[src/rtl/cordic_share_arb.sv]
// rtl/cordic_share_arb.sv - round-robin sharing of one fixed-latency CORDIC among NREQ requesters
// Requester tags ride a LAT-deep valid/tag shift pipeline alongside the CORDIC datapath.
module cordic_share_arb #(
  parameter int NREQ = 4,
  parameter int DW   = 16,
  parameter int AW   = DW,
  parameter int LAT  = DW + 1
) (
  input  logic                      clk,
  input  logic                      rst_n,
  input  logic                      pause,
  input  logic [NREQ-1:0]           req_valid,
  output logic [NREQ-1:0]           req_ready,
  input  logic [NREQ*DW-1:0]        req_x,
  input  logic [NREQ*DW-1:0]        req_y,
  input  logic [NREQ*AW-1:0]        req_a,
  output logic [NREQ-1:0]           res_valid,
  output logic [DW-1:0]             res_x,
  output logic [DW-1:0]             res_y,
  output logic [AW-1:0]             res_a,
  output logic                      c_rst,
  output logic                      c_en,
  output logic [DW-1:0]             c_xin,
  output logic [DW-1:0]             c_yin,
  output logic [AW-1:0]             c_ain,
  input  logic [DW-1:0]             c_xout,
  input  logic [DW-1:0]             c_yout,
  input  logic [AW-1:0]             c_aout,
  output logic [$clog2(LAT+1)-1:0]  inflight,
  output logic                      busy
);

  localparam int IW = (NREQ > 1) ? $clog2(NREQ) : 1;
  localparam int CW = $clog2(LAT+1);

  logic [IW-1:0] rr_ptr;
  logic [IW-1:0] grant_idx;
  logic [IW-1:0] cand;
  logic          grant_any;
  logic [LAT-1:0] stg_valid;
  logic [IW-1:0]  stg_tag [LAT];
  logic [CW-1:0]  inflight_q;
  logic           retire;

  // Search starts just after the last granted requester, wrapping around.
  always_comb begin
    grant_any = 1'b0;
    grant_idx = '0;
    cand      = '0;
    if (rst_n && !pause) begin
      for (int k = 1; k <= NREQ; k++) begin
        cand = IW'((int'(rr_ptr) + k) % NREQ);
        if (!grant_any && req_valid[cand]) begin
          grant_any = 1'b1;
          grant_idx = cand;
        end
      end
    end
  end

  always_comb begin
    req_ready = '0;
    c_xin     = '0;
    c_yin     = '0;
    c_ain     = '0;
    for (int i = 0; i < NREQ; i++) begin
      if (grant_any && grant_idx == IW'(i)) begin
        req_ready[i] = 1'b1;
        c_xin        = req_x[i*DW +: DW];
        c_yin        = req_y[i*DW +: DW];
        c_ain        = req_a[i*AW +: AW];
      end
    end
  end

  assign retire = stg_valid[LAT-1];

  always_ff @(posedge clk) begin
    if (!rst_n) begin
      rr_ptr     <= IW'(NREQ-1);
      stg_valid  <= '0;
      inflight_q <= '0;
      for (int k = 0; k < LAT; k++) stg_tag[k] <= '0;
    end else begin
      if (grant_any) rr_ptr <= grant_idx;
      stg_valid[0] <= grant_any;
      stg_tag[0]   <= grant_idx;
      for (int k = 1; k < LAT; k++) begin
        stg_valid[k] <= stg_valid[k-1];
        stg_tag[k]   <= stg_tag[k-1];
      end
      case ({grant_any, retire})
        2'b10:   inflight_q <= inflight_q + 1'b1;
        2'b01:   inflight_q <= inflight_q - 1'b1;
        default: inflight_q <= inflight_q;
      endcase
    end
  end

  // A result landing during reset belongs to a discarded op, so the strobe is masked.
  always_comb begin
    res_valid = '0;
    if (rst_n && retire) res_valid[stg_tag[LAT-1]] = 1'b1;
  end

  assign res_x    = c_xout;
  assign res_y    = c_yout;
  assign res_a    = c_aout;
  assign c_rst    = ~rst_n;
  assign c_en     = 1'b1;
  assign inflight = rst_n ? inflight_q : '0;
  assign busy     = (inflight != '0);

endmodule

[config.mk]
export PLATFORM = sky130hd
export DESIGN_NAME = cordic_share_arb
export DESIGN_NICKNAME = d
export VERILOG_FILES = /design/src/rtl/cordic_share_arb.sv
export SDC_FILE = /design/constraint.sdc
export NUM_CORES = 1
export LEC_CHECK = 0
export BUFFER_PORTS_ARGS = -buffer_cell sky130_fd_sc_hd__buf_2
export CAP_MARGIN = 20
export CORE_AREA = 2 2 141 143
export DETAILED_ROUTE_END_ITERATION = 16
export DIE_AREA = 0 0 143 145
export GPL_TIMING_DRIVEN = 1
export HOLD_SLACK_MARGIN = 0.05
export PLACE_DENSITY_LB_ADDON = 0.05
export SLEW_MARGIN = 40
export SYNTH_ARGS = -nofsm -noshare
export SYNTH_HDL_FRONTEND = slang
export SYNTH_SLANG_ARGS = --single-unit
[constraint.sdc]
create_clock -name clk -period 2.6 [get_ports clk]
set_input_delay 0 -clock clk [delete_from_list [all_inputs] [get_ports clk]]
set_output_delay 0 -clock clk [all_outputs]
set_load 0.005 [all_outputs]
==> flow_summary.yaml <==
sta:
  relSlewSlack_pct: 60.2
  min_period_over_period_pct: 94.1
  final_max_slew_viol_count: 0
  fmax_mhz: 409
  rsz0062_at_grt: "no"
  finalWorstSetupSlack_ps: 154
  fin_skew_ps: 4.40
  fin_setup_tns_ps: 0
  hold_violations: 0
  finalSetupViolCount: 0
  worst_slew_pin_slew_ps: 594
  fin_crit_ps: 2450
critical_path:
  r2r_cells: 7
  r2r-start: "stg_valid[16]"
  r2r_slack_ps: 670
  cp-start-kind: "register"
  crit_type: "register to primary output"
  critPathMaxFanout: 25
  end_kind: "primary output"
  worstReg2RegEnd: "inflight_q[4]"
  worst-endpoint-required_ps: 2600
  arrival_ps: 2450
final_layout:
  design_area_sq_mm: 0.00579
  drive_above_1_share_pct: 45.3
  instances_no_fill: 930
  area_growth_syn_to_layout_pct: 58.1
  final_nets: 909
route:
  routed_wl_um: 19400
  vias: 4000
  drtIter0Drc: 271
  postRouteAntennaNets: 0
  drt-pass1-iter-count: 5
  vias_per_cell: 4.30
  wire_per_inst_um: 20.9
  drc: 0
die:
  die_h_um: 145
  core_sq_mm: 0.0192
  die_w_um: 143
  initial_utilization_pct: 19.1
  fp-row-count: 51
  boundaryPins: 359
  dieArea_sq_mm: 0.0207
power:
  vdd_drop_max_mv: 0.281
  power.density_mw_per_mm2: 508
  power.leakage_uw: 0.00300
global_route:
  antenna_found_initial: 9
  grt_max_degree: 58
  grt-ovfl-total: 0
  grt_pass1_wl_um: 26600
  grt_usage_pct: 18.0
  grt_pass1_vias: 3953
synth:
  netlist-cell-type-count: 32
  synth_nets: 647
  synth_common_cells: "mux2i_1, buf_4, dfxtp_1, and2_1, o22ai_1"
  synth_top_area_cell: "dfxtp_1"
  synth_area_sq_mm: 0.00366
  synth_top_area_share_pct: 31.7
  yosysSeqAreaShare_pct: 31.7
  synth_flop_cell: "dfxtp_1"
  ys_async_sr_fraction_pct: 0
  synthCells: 395
  yosysWarnings: 0
  yosys-top-cells-area: "dfxtp_1, mux2i_1, buf_4, and2_1, o22ai_1"
  yosysMostFrequentCell: "mux2i_1"
  postSynthAreaPerCell_sq_um: 9.27
  synth_edf_count: 0
  ys_ff_latch: 58
clocking:
  cts-root-buf: "clkbuf_16"
  cts_buffer_depth: 2
  cts_buffers: 9
  htree_levels: 3
  cts_tree: "yes"
  cts_num_sinks: 58
  clk_pin_slew_ps: 50
  clk_latency_ps: 320
worst_hold_path:
  min_to: "inflight_q[4]"
  worstHoldPathCells: 4
  hold_path_class: "input port to register"
  min-delay-start: "rst_n"
placement:
  dp_hpwl_um: 16600
  gp_congestion: 0.956
  numPortBuffers: 261
  post-place-cells: 859
  post-place-ws_ps: 244
  place_area_sq_mm: 0.00497
run:
  cap_violations: 0
run_status:
  status: "finished, final reports clean"
final cells by class:
| cell class | instances | area (sq um) |
|---|---|---|
| Antenna cell | 3 | 7.51 |
| Clock buffer | 11 | 243 |
| Clock inverter | 5 | 53.8 |
| Fill cell | 2090 | 13400 |
| Inverter | 6 | 22.5 |
| Multi-Input combinational cell | 255 | 1990 |
| Sequential cell | 58 | 1160 |
| Tap cell | 265 | 332 |
| Timing Repair Buffer | 327 | 1970 |
worst max-delay path by stage:
stage / start / slack [ps] / cells after the start / endpoint
finish: rr_ptr[0] / 150 / 7 / c_xin[8]
global route: rr_ptr[0] / 40 / 8 / c_ain[7]
floorplan: rst_n / 530 / 11 / inflight_q[4]
detailed placement: rst_n / 240 / 12 / inflight_q[4]
CTS: pause / 60 / 12 / inflight_q[4]
global placement: rst_n / 230 / 12 / inflight_q[4]
logic make-up (layout without fill, tap and decap cells):
| group | after synthesis | in the layout | share of synthesized area (%) |
|---|---|---|---|
| AOI/OAI and AO/OA | 64 | 65 | 11.2 |
| xor gates and xnor gates | 4 | 4 | 0.957 |
| adders and majority gates | 5 | 5 | 1.91 |
| buffers and inverters | 83 | 349 | 14.5 |
| DFF | 58 | 58 | 31.7 |
| muxes | 97 | 97 | 26.5 |
| other | 1 | 4 | 0.102 |
| and+or+nand+nor | 83 | 83 | 13.1 |
power breakdown:
| part | internal, uW | leakage, uW | total, uW | switching, uW |
|---|---|---|---|---|
| clock | 762 | 0.000149 | 1140 | 380 |
| sequential | 903 | 0.000469 | 912 | 9.51 |
| combinational | 456 | 0.00238 | 883 | 428 |
critical path: stages (launching register included):
cell,delay [ps]
dfxtp_1,360
nand2b_1,140
o21ai_0,150
a211o_4,530
buf_12,240
mux2i_1,130
o22ai_1,350
buf_2,210
per-layer routing:
metal	GRT usage, %	wire [um]
met5	0	8
met3	6.63	2150
met2	27.2	8320
met1	24.1	8520
met4	5.05	426
repair_timing:
action | 4_1_cts | 5_1_grt
hold buffers | 49 | 0
buffers inserted | 0 | 2
endpoints found under the setup margin | 0 | 14
hold endpoints to repair | 49 | 0
gates resized for setup | 0 | 1
placed cells by master (no fill, tap or decap), drive strengths merged, types with 2 or more instances in the layout:
master       instances
a211o                2
a21o                 2
a21oi                5
and2                54
and3                 2
buf                278
clkbuf              11
clkinv               4
dfxtp               58
diode                3
dlygate4sd3         49
ha                   4
inv                  6
mux2i               97
nand2                3
nand2b               3
nand3                3
nor2                12
nor3                 3
o21ai                2
o22ai               48
o31a                 2
xor2                 3
registers in the layout (all words and copies together) (netlist names):
name        count
inflight_q      5
rr_ptr          2
stg_valid      17
stg_tag        34
stage by stage:
step / total power (uW) / utilization, % / hold slack, ps
2_1_floorplan: 1420 / - / 41.8
3_3_place_gp: 1720 / 25.9 / 0.0346
3_5_place_dp: 1720 / 25.9 / 0.0346
4_1_cts: 2970 / 30.0 / 101
5_1_grt: 3080 / 30.1 / 119
6_report: 2940 / 30.1 / 107
(Power assumes the default switching activity.)
